[src/rtl/alu_issue_ctrl.sv]
// Issue controller for a multi-cycle MIPS datapath: decodes one instruction per handshake, drives an
// external ALU from a 32x32 register file, captures result/flags and writes the result back.
`timescale 1ns/1ps
module alu_issue_ctrl #(
  parameter int RF_DEPTH = 32,
  parameter int DW       = 32
) (
  input  logic          clk,
  input  logic          rst,
  input  logic          instr_valid,
  input  logic [31:0]   instr,
  output logic          instr_ready,
  output logic [DW-1:0] alu_a,
  output logic [DW-1:0] alu_b,
  output logic [3:0]    alu_aluc,
  input  logic [DW-1:0] alu_r,
  input  logic          alu_zero,
  input  logic          alu_carry,
  input  logic          alu_negative,
  input  logic          alu_overflow,
  output logic          wb_valid,
  output logic [4:0]    wb_addr,
  output logic [DW-1:0] wb_data,
  output logic [3:0]    flags,
  output logic          illegal,
  output logic          ovf_trap,
  input  logic [4:0]    dbg_addr,
  output logic [DW-1:0] dbg_data
);

  typedef enum logic [2:0] {IDLE, DECODE, EXEC, WB, ERR} state_t;

  state_t state, state_nx;

  logic [31:0]   instr_q;
  logic [DW-1:0] regs [RF_DEPTH];
  logic [DW-1:0] result_q;
  logic          trap_op_q;
  logic          trap_q;

  logic [5:0]    opcode, funct;
  logic [4:0]    rs, rt, rd, shamt;
  logic [15:0]   imm;
  logic          dec_legal, dec_trap_op;
  logic [3:0]    dec_aluc;
  logic [DW-1:0] dec_a, dec_b;
  logic [4:0]    dec_dest;

  assign opcode = instr_q[31:26];
  assign rs     = instr_q[25:21];
  assign rt     = instr_q[20:16];
  assign rd     = instr_q[15:11];
  assign shamt  = instr_q[10:6];
  assign funct  = instr_q[5:0];
  assign imm    = instr_q[15:0];

  // Decode the held instruction; anything not listed leaves dec_legal low and routes to ERR.
  always_comb begin
    dec_legal   = 1'b0;
    dec_trap_op = 1'b0;
    dec_aluc    = 4'b0000;
    dec_a       = regs[rs];
    dec_b       = regs[rt];
    dec_dest    = rd;
    if (opcode == 6'h00) begin
      dec_legal = 1'b1;
      case (funct)
        6'h20: begin dec_aluc = 4'b0010; dec_trap_op = 1'b1; end
        6'h21: dec_aluc = 4'b0000;
        6'h22: begin dec_aluc = 4'b0011; dec_trap_op = 1'b1; end
        6'h23: dec_aluc = 4'b0001;
        6'h24: dec_aluc = 4'b0100;
        6'h25: dec_aluc = 4'b0101;
        6'h26: dec_aluc = 4'b0110;
        6'h27: dec_aluc = 4'b0111;
        6'h2A: dec_aluc = 4'b1011;
        6'h2B: dec_aluc = 4'b1010;
        6'h00: begin dec_aluc = 4'b1110; dec_a = {27'b0, shamt}; end
        6'h02: begin dec_aluc = 4'b1101; dec_a = {27'b0, shamt}; end
        6'h03: begin dec_aluc = 4'b1100; dec_a = {27'b0, shamt}; end
        6'h04: dec_aluc = 4'b1110;
        6'h06: dec_aluc = 4'b1101;
        6'h07: dec_aluc = 4'b1100;
        default: dec_legal = 1'b0;
      endcase
    end else begin
      dec_legal = 1'b1;
      dec_dest  = rt;
      case (opcode)
        6'h08: begin dec_aluc = 4'b0010; dec_b = {{16{imm[15]}}, imm}; dec_trap_op = 1'b1; end
        6'h09: begin dec_aluc = 4'b0000; dec_b = {{16{imm[15]}}, imm}; end
        6'h0A: begin dec_aluc = 4'b1011; dec_b = {{16{imm[15]}}, imm}; end
        6'h0B: begin dec_aluc = 4'b1010; dec_b = {{16{imm[15]}}, imm}; end
        6'h0C: begin dec_aluc = 4'b0100; dec_b = {16'b0, imm}; end
        6'h0D: begin dec_aluc = 4'b0101; dec_b = {16'b0, imm}; end
        6'h0E: begin dec_aluc = 4'b0110; dec_b = {16'b0, imm}; end
        6'h0F: begin dec_aluc = 4'b1000; dec_b = {16'b0, imm}; end
        default: dec_legal = 1'b0;
      endcase
    end
  end

  always_ff @(posedge clk or posedge rst) begin
    if (rst) state <= IDLE;
    else     state <= state_nx;
  end

  always_comb begin
    state_nx = state;
    case (state)
      IDLE:    if (instr_valid) state_nx = DECODE;
      DECODE:  state_nx = dec_legal ? EXEC : ERR;
      EXEC:    state_nx = WB;
      WB:      state_nx = IDLE;
      ERR:     state_nx = IDLE;
      default: state_nx = IDLE;
    endcase
  end

  assign instr_ready = (state == IDLE);
  assign wb_valid    = (state == WB) && !trap_q;
  assign ovf_trap    = (state == WB) && trap_q;
  assign illegal     = (state == ERR);
  assign wb_data     = result_q;
  assign dbg_data    = regs[dbg_addr];

  // Register 0 is never written, so it reads as zero without a special read mux.
  always_ff @(posedge clk or posedge rst) begin
    if (rst) begin
      instr_q   <= '0;
      alu_a     <= '0;
      alu_b     <= '0;
      alu_aluc  <= '0;
      wb_addr   <= '0;
      result_q  <= '0;
      flags     <= '0;
      trap_op_q <= 1'b0;
      trap_q    <= 1'b0;
      for (int i = 0; i < RF_DEPTH; i++) regs[i] <= '0;
    end else begin
      case (state)
        IDLE: if (instr_valid) instr_q <= instr;
        DECODE: if (dec_legal) begin
          alu_a     <= dec_a;
          alu_b     <= dec_b;
          alu_aluc  <= dec_aluc;
          wb_addr   <= dec_dest;
          trap_op_q <= dec_trap_op;
        end
        EXEC: begin
          result_q <= alu_r;
          flags    <= {alu_zero, alu_carry, alu_negative, alu_overflow};
          trap_q   <= trap_op_q & alu_overflow;
        end
        WB: if (!trap_q && wb_addr != 5'd0) regs[wb_addr] <= result_q;
        default: ;
      endcase
    end
  end

endmodule
[config.mk]
export PLATFORM = sky130hd
export DESIGN_NAME = alu_issue_ctrl
export DESIGN_NICKNAME = d
export VERILOG_FILES = /design/src/rtl/alu_issue_ctrl.sv
export SDC_FILE = /design/constraint.sdc
export NUM_CORES = 2
export LEC_CHECK = 0
export BUFFER_PORTS_ARGS = -buffer_cell sky130_fd_sc_hd__buf_2
export CORE_ASPECT_RATIO = 0.8
export CORE_UTILIZATION = 40
export CTS_BUF_LIST = sky130_fd_sc_hd__clkbuf_4
export CTS_CLUSTER_DIAMETER = 30
export DETAILED_ROUTE_END_ITERATION = 8
export GPL_ROUTABILITY_DRIVEN = 0
export GPL_TIMING_DRIVEN = 0
export MAX_ROUTING_LAYER = met4
export PLACE_DENSITY = 0.54
export REMOVE_ABC_BUFFERS = 1
export SYNTH_ARGS = -nofsm -noshare
export SYNTH_HDL_FRONTEND = slang
export SYNTH_SLANG_ARGS = --single-unit
[constraint.sdc]
create_clock -name clk -period 100.6 [get_ports clk]
set_clock_uncertainty 0.2 [all_clocks]
set_input_delay 15.09 -clock clk [delete_from_list [all_inputs] [get_ports clk]]
set_output_delay 15.09 -clock clk [all_outputs]
set_load 0.01 [all_outputs]
==> out/metrics.cfg <==
[layout]
final_common_cell=dfrtp_1
final_core_util=0.4594
final_layout_size_suffix_gt1_frac=0.5102
fillerInstances=15270
final_cell_mix=1,160 x dfrtp_1, 1,127 x mux2_2, 646 x mux4_2
layout.nets=5175
syn_to_final_growth_pct=13.51

[sta]
setup_violations=0
drv_slew=0
grt_setup_unrepaired=no
hold_violations=0
period_needed_ps=33640
setup_tns_ps=0
worst_slew_pin_slew_ps=1493
slew_headroom=0.002082
period_share=0.3344
timing.fmax_mhz=29.73

[power_and_ir_drop]
leakage_uw=0.03617
power_uw=1851
powerDensity_nw_per_um2=23.68
ir_drop_mv=0.01810

[global_routing]
grt_start_max_net_pins=123
antenna_found_initial=8
top_usage_layer=met1
gr-usage-met1=0.4306
grt_pass1_wl_um=367200
grt_pass1_vias=49160
use_met3=0.07479
grt-ovfl-total=0
grt_use_met2=0.4188
grt_usage=0.3024

[worst_setup_path]
cp_cell_sequence=buf_8 -> buf_16 -> buf_16 -> buf_16 -> mux4_2 -> mux4_2 -> mux2_2 -> buf_2
arrival_ps=18350
worstPathRequired_ps=85310
startpoint_type=primary input
cp_num_buf_inv=5
path_common_cell=buf_16
crit_slowest_cell=mux4_2
path_class=in -> out
cp_max_fo=64
cp_top_family=buffers and inverters
end_kind=output port
cpPeakStageDelay_ps=590

[clock_network]
cts_made_buffers=354
root_buffer=clkbuf_4
post_cts_resize_count=0
tritoncts=done
h-tree-depth=5
insertion_delay_ps=1350
post_cts_buffers=0
clkSlewWorstSetupHoldPaths_ps=60
ctsHoldBuffers=0
cts_buffer_depth=4
cts.sinks=1170

[yosys]
syn_area_per_cell_um2=13.92
yosysWarnings=0
async_flop_share=1.000
synth_ff_type=dfrtp_1
synth_cells=4947
yosysUniqueCellTypes=48
synth_seq_cells=1170
ys_seq_area_frac=0.4253
syn-cell-area_um2=68840
synth-edff-count=0

[run]
drv_cap=1

[die]
pin_count=221
die_area_um2=173800
die_h_um=373.1
initial_core_util=0.4047
die_w_um=465.8
row_count=135
core_um2=170100

[drt]
drc=0
drtAntennaViolNets=0
vias=49580
wl_um=256000
routedWlPerCell_um=33.68
via_per_inst=6.522
dr.pass1.iters=6
drtIter0Drc=5199

[status]
status=finished with violations
failed_checks=capacitance limit

[hold_path]
min_path_type=reg -> reg

[placement]
io_buffer_count=220
dp_hpwl_um=153900

-- cells by family after synthesis --
logic type                share of synthesized area
and+or+nand+nor                             0.02935
xor gates and xnor gates                  0.0001272
DFF                                          0.4253
buffers and inverters                       0.03470
AOI/OAI and AO/OA                           0.05656
muxes                                        0.4540
-- synthesized netlist by cell type, types with 2 or more instances --
master        n  area [µm²]
buf_1        72       270.3
buf_4        16       120.1
a31oi_1      13       81.33
a21oi_1     149       745.7
a21boi_0     14       105.1
a211o_1       4       35.03
o211ai_1     44       330.3
nand3_1      70       350.3
buf_2       188       940.9
a32oi_1      16       140.1
nand4_1       9       56.30
nor2_1      145       544.3
a311oi_1      4       35.03
and2_1        7       43.79
dfrtp_1    1170       29280
mux2_2     1127       12690
mux4_2      646       14550
nor3b_1       6       45.04
o21ai_0     108       540.5
inv_1         5       18.77
nor3_1        3       15.01
inv_2         2       7.510
and3_1        3       18.77
clkbuf_1    269        1010
nand2b_1     16       100.1
mux2i_1     401        4014
o2111ai_1     5       43.79
and3b_1       3       26.28
nor2b_1      12       75.07
a221oi_1     21       183.9
a221o_1      31       310.3
a22oi_1     155        1164
a2111oi_0     5       43.79
o22ai_1      16       100.1
nand2_1     178       668.1
clkbuf_2      2       10.01
-- layer usage --
layer | vias to the layer above | part of all wire | routed length (µm)
li1 | 19830 | - | -
met1 | 26590 | 0.44 | 112700
met2 | 2627 | 0.44 | 111600
met3 | 541 | 0.092 | 23560
met4 | 0 | 0.032 | 8170
met5 | - | 0 | 0
-- layout make-up --
type | instances | area (µm²) | share of cell area
sequential | 1170 | 29310 | 0.3751
antenna | 15 | 37.54 | 0.0004803
timing repair buffer | 344 | 4150 | 0.05311
multi-input combinational | 3222 | 37520 | 0.4802
clock buffer | 481 | 3611 | 0.04621
inverter | 7 | 41.29 | 0.0005284
clock inverter | 103 | 638.1 | 0.008166
tap | 2260 | 2828 | 0.03619
-- path summary, 6_finish.rpt --
check	startpoint	endpoint	slack [ps]	depth (start not counted)
min in group asynchronous	rst	regs[240]	13640	2
worst min register to register	regs[1017]	regs[1017]	220	0
worst max-delay path	dbg_addr[0]	dbg_data[8]	66960	8
max in group asynchronous	rst	instr_q[16]	84310	5
worst max register to register	instr_q[22]	alu_a[17]	96230	10
worst min-delay path	regs[1017]	regs[1017]	220	0
-- worst reg2reg max path, cell delays in order (launching register included) --
cell and delay [ps]:
dfrtp_4 800, buf_16 340, buf_16 420, buf_16 330, nor2b_4 910, buf_12 300, a22oi_1 140, nand2_1 180
o21ai_0 130, a21oi_1 360, o21ai_0 140
-- state kept, by name, summed over array words and instances, names as in the netlist, 3 cells and up --
name	count
regs	1024
alu_a	32
alu_b	32
instr_q	32
wb_data	32
wb_addr	5
alu_aluc	4
flags	4
state	3
-- metrics by stage --
| step | worst slack [ps] | cells | hold slack [ps] | cell area, µm² |
|---|---|---|---|---|
| global route | 66770 | 7600 | 230.9 | 78140 |
| finish | 66960 | 7602 | 216.3 | 78140 |
| detailed placement | 66880 | 7002 | 201.9 | 73850 |
| CTS | 66880 | 7586 | 216.6 | 78100 |
| floorplan | 52350 | 4399 | 181.2 | 66480 |
| global placement | 37140 | 6879 | 194.0 | 70410 |
-- where the power goes --
group / switching, µW / leakage [µW] / internal [µW]
combinational: 431 / 0.0175 / 298
sequential: 137 / 0.0161 / 521
clock: 223 / 0.00257 / 241
Power figures use the tool's default switching activity.
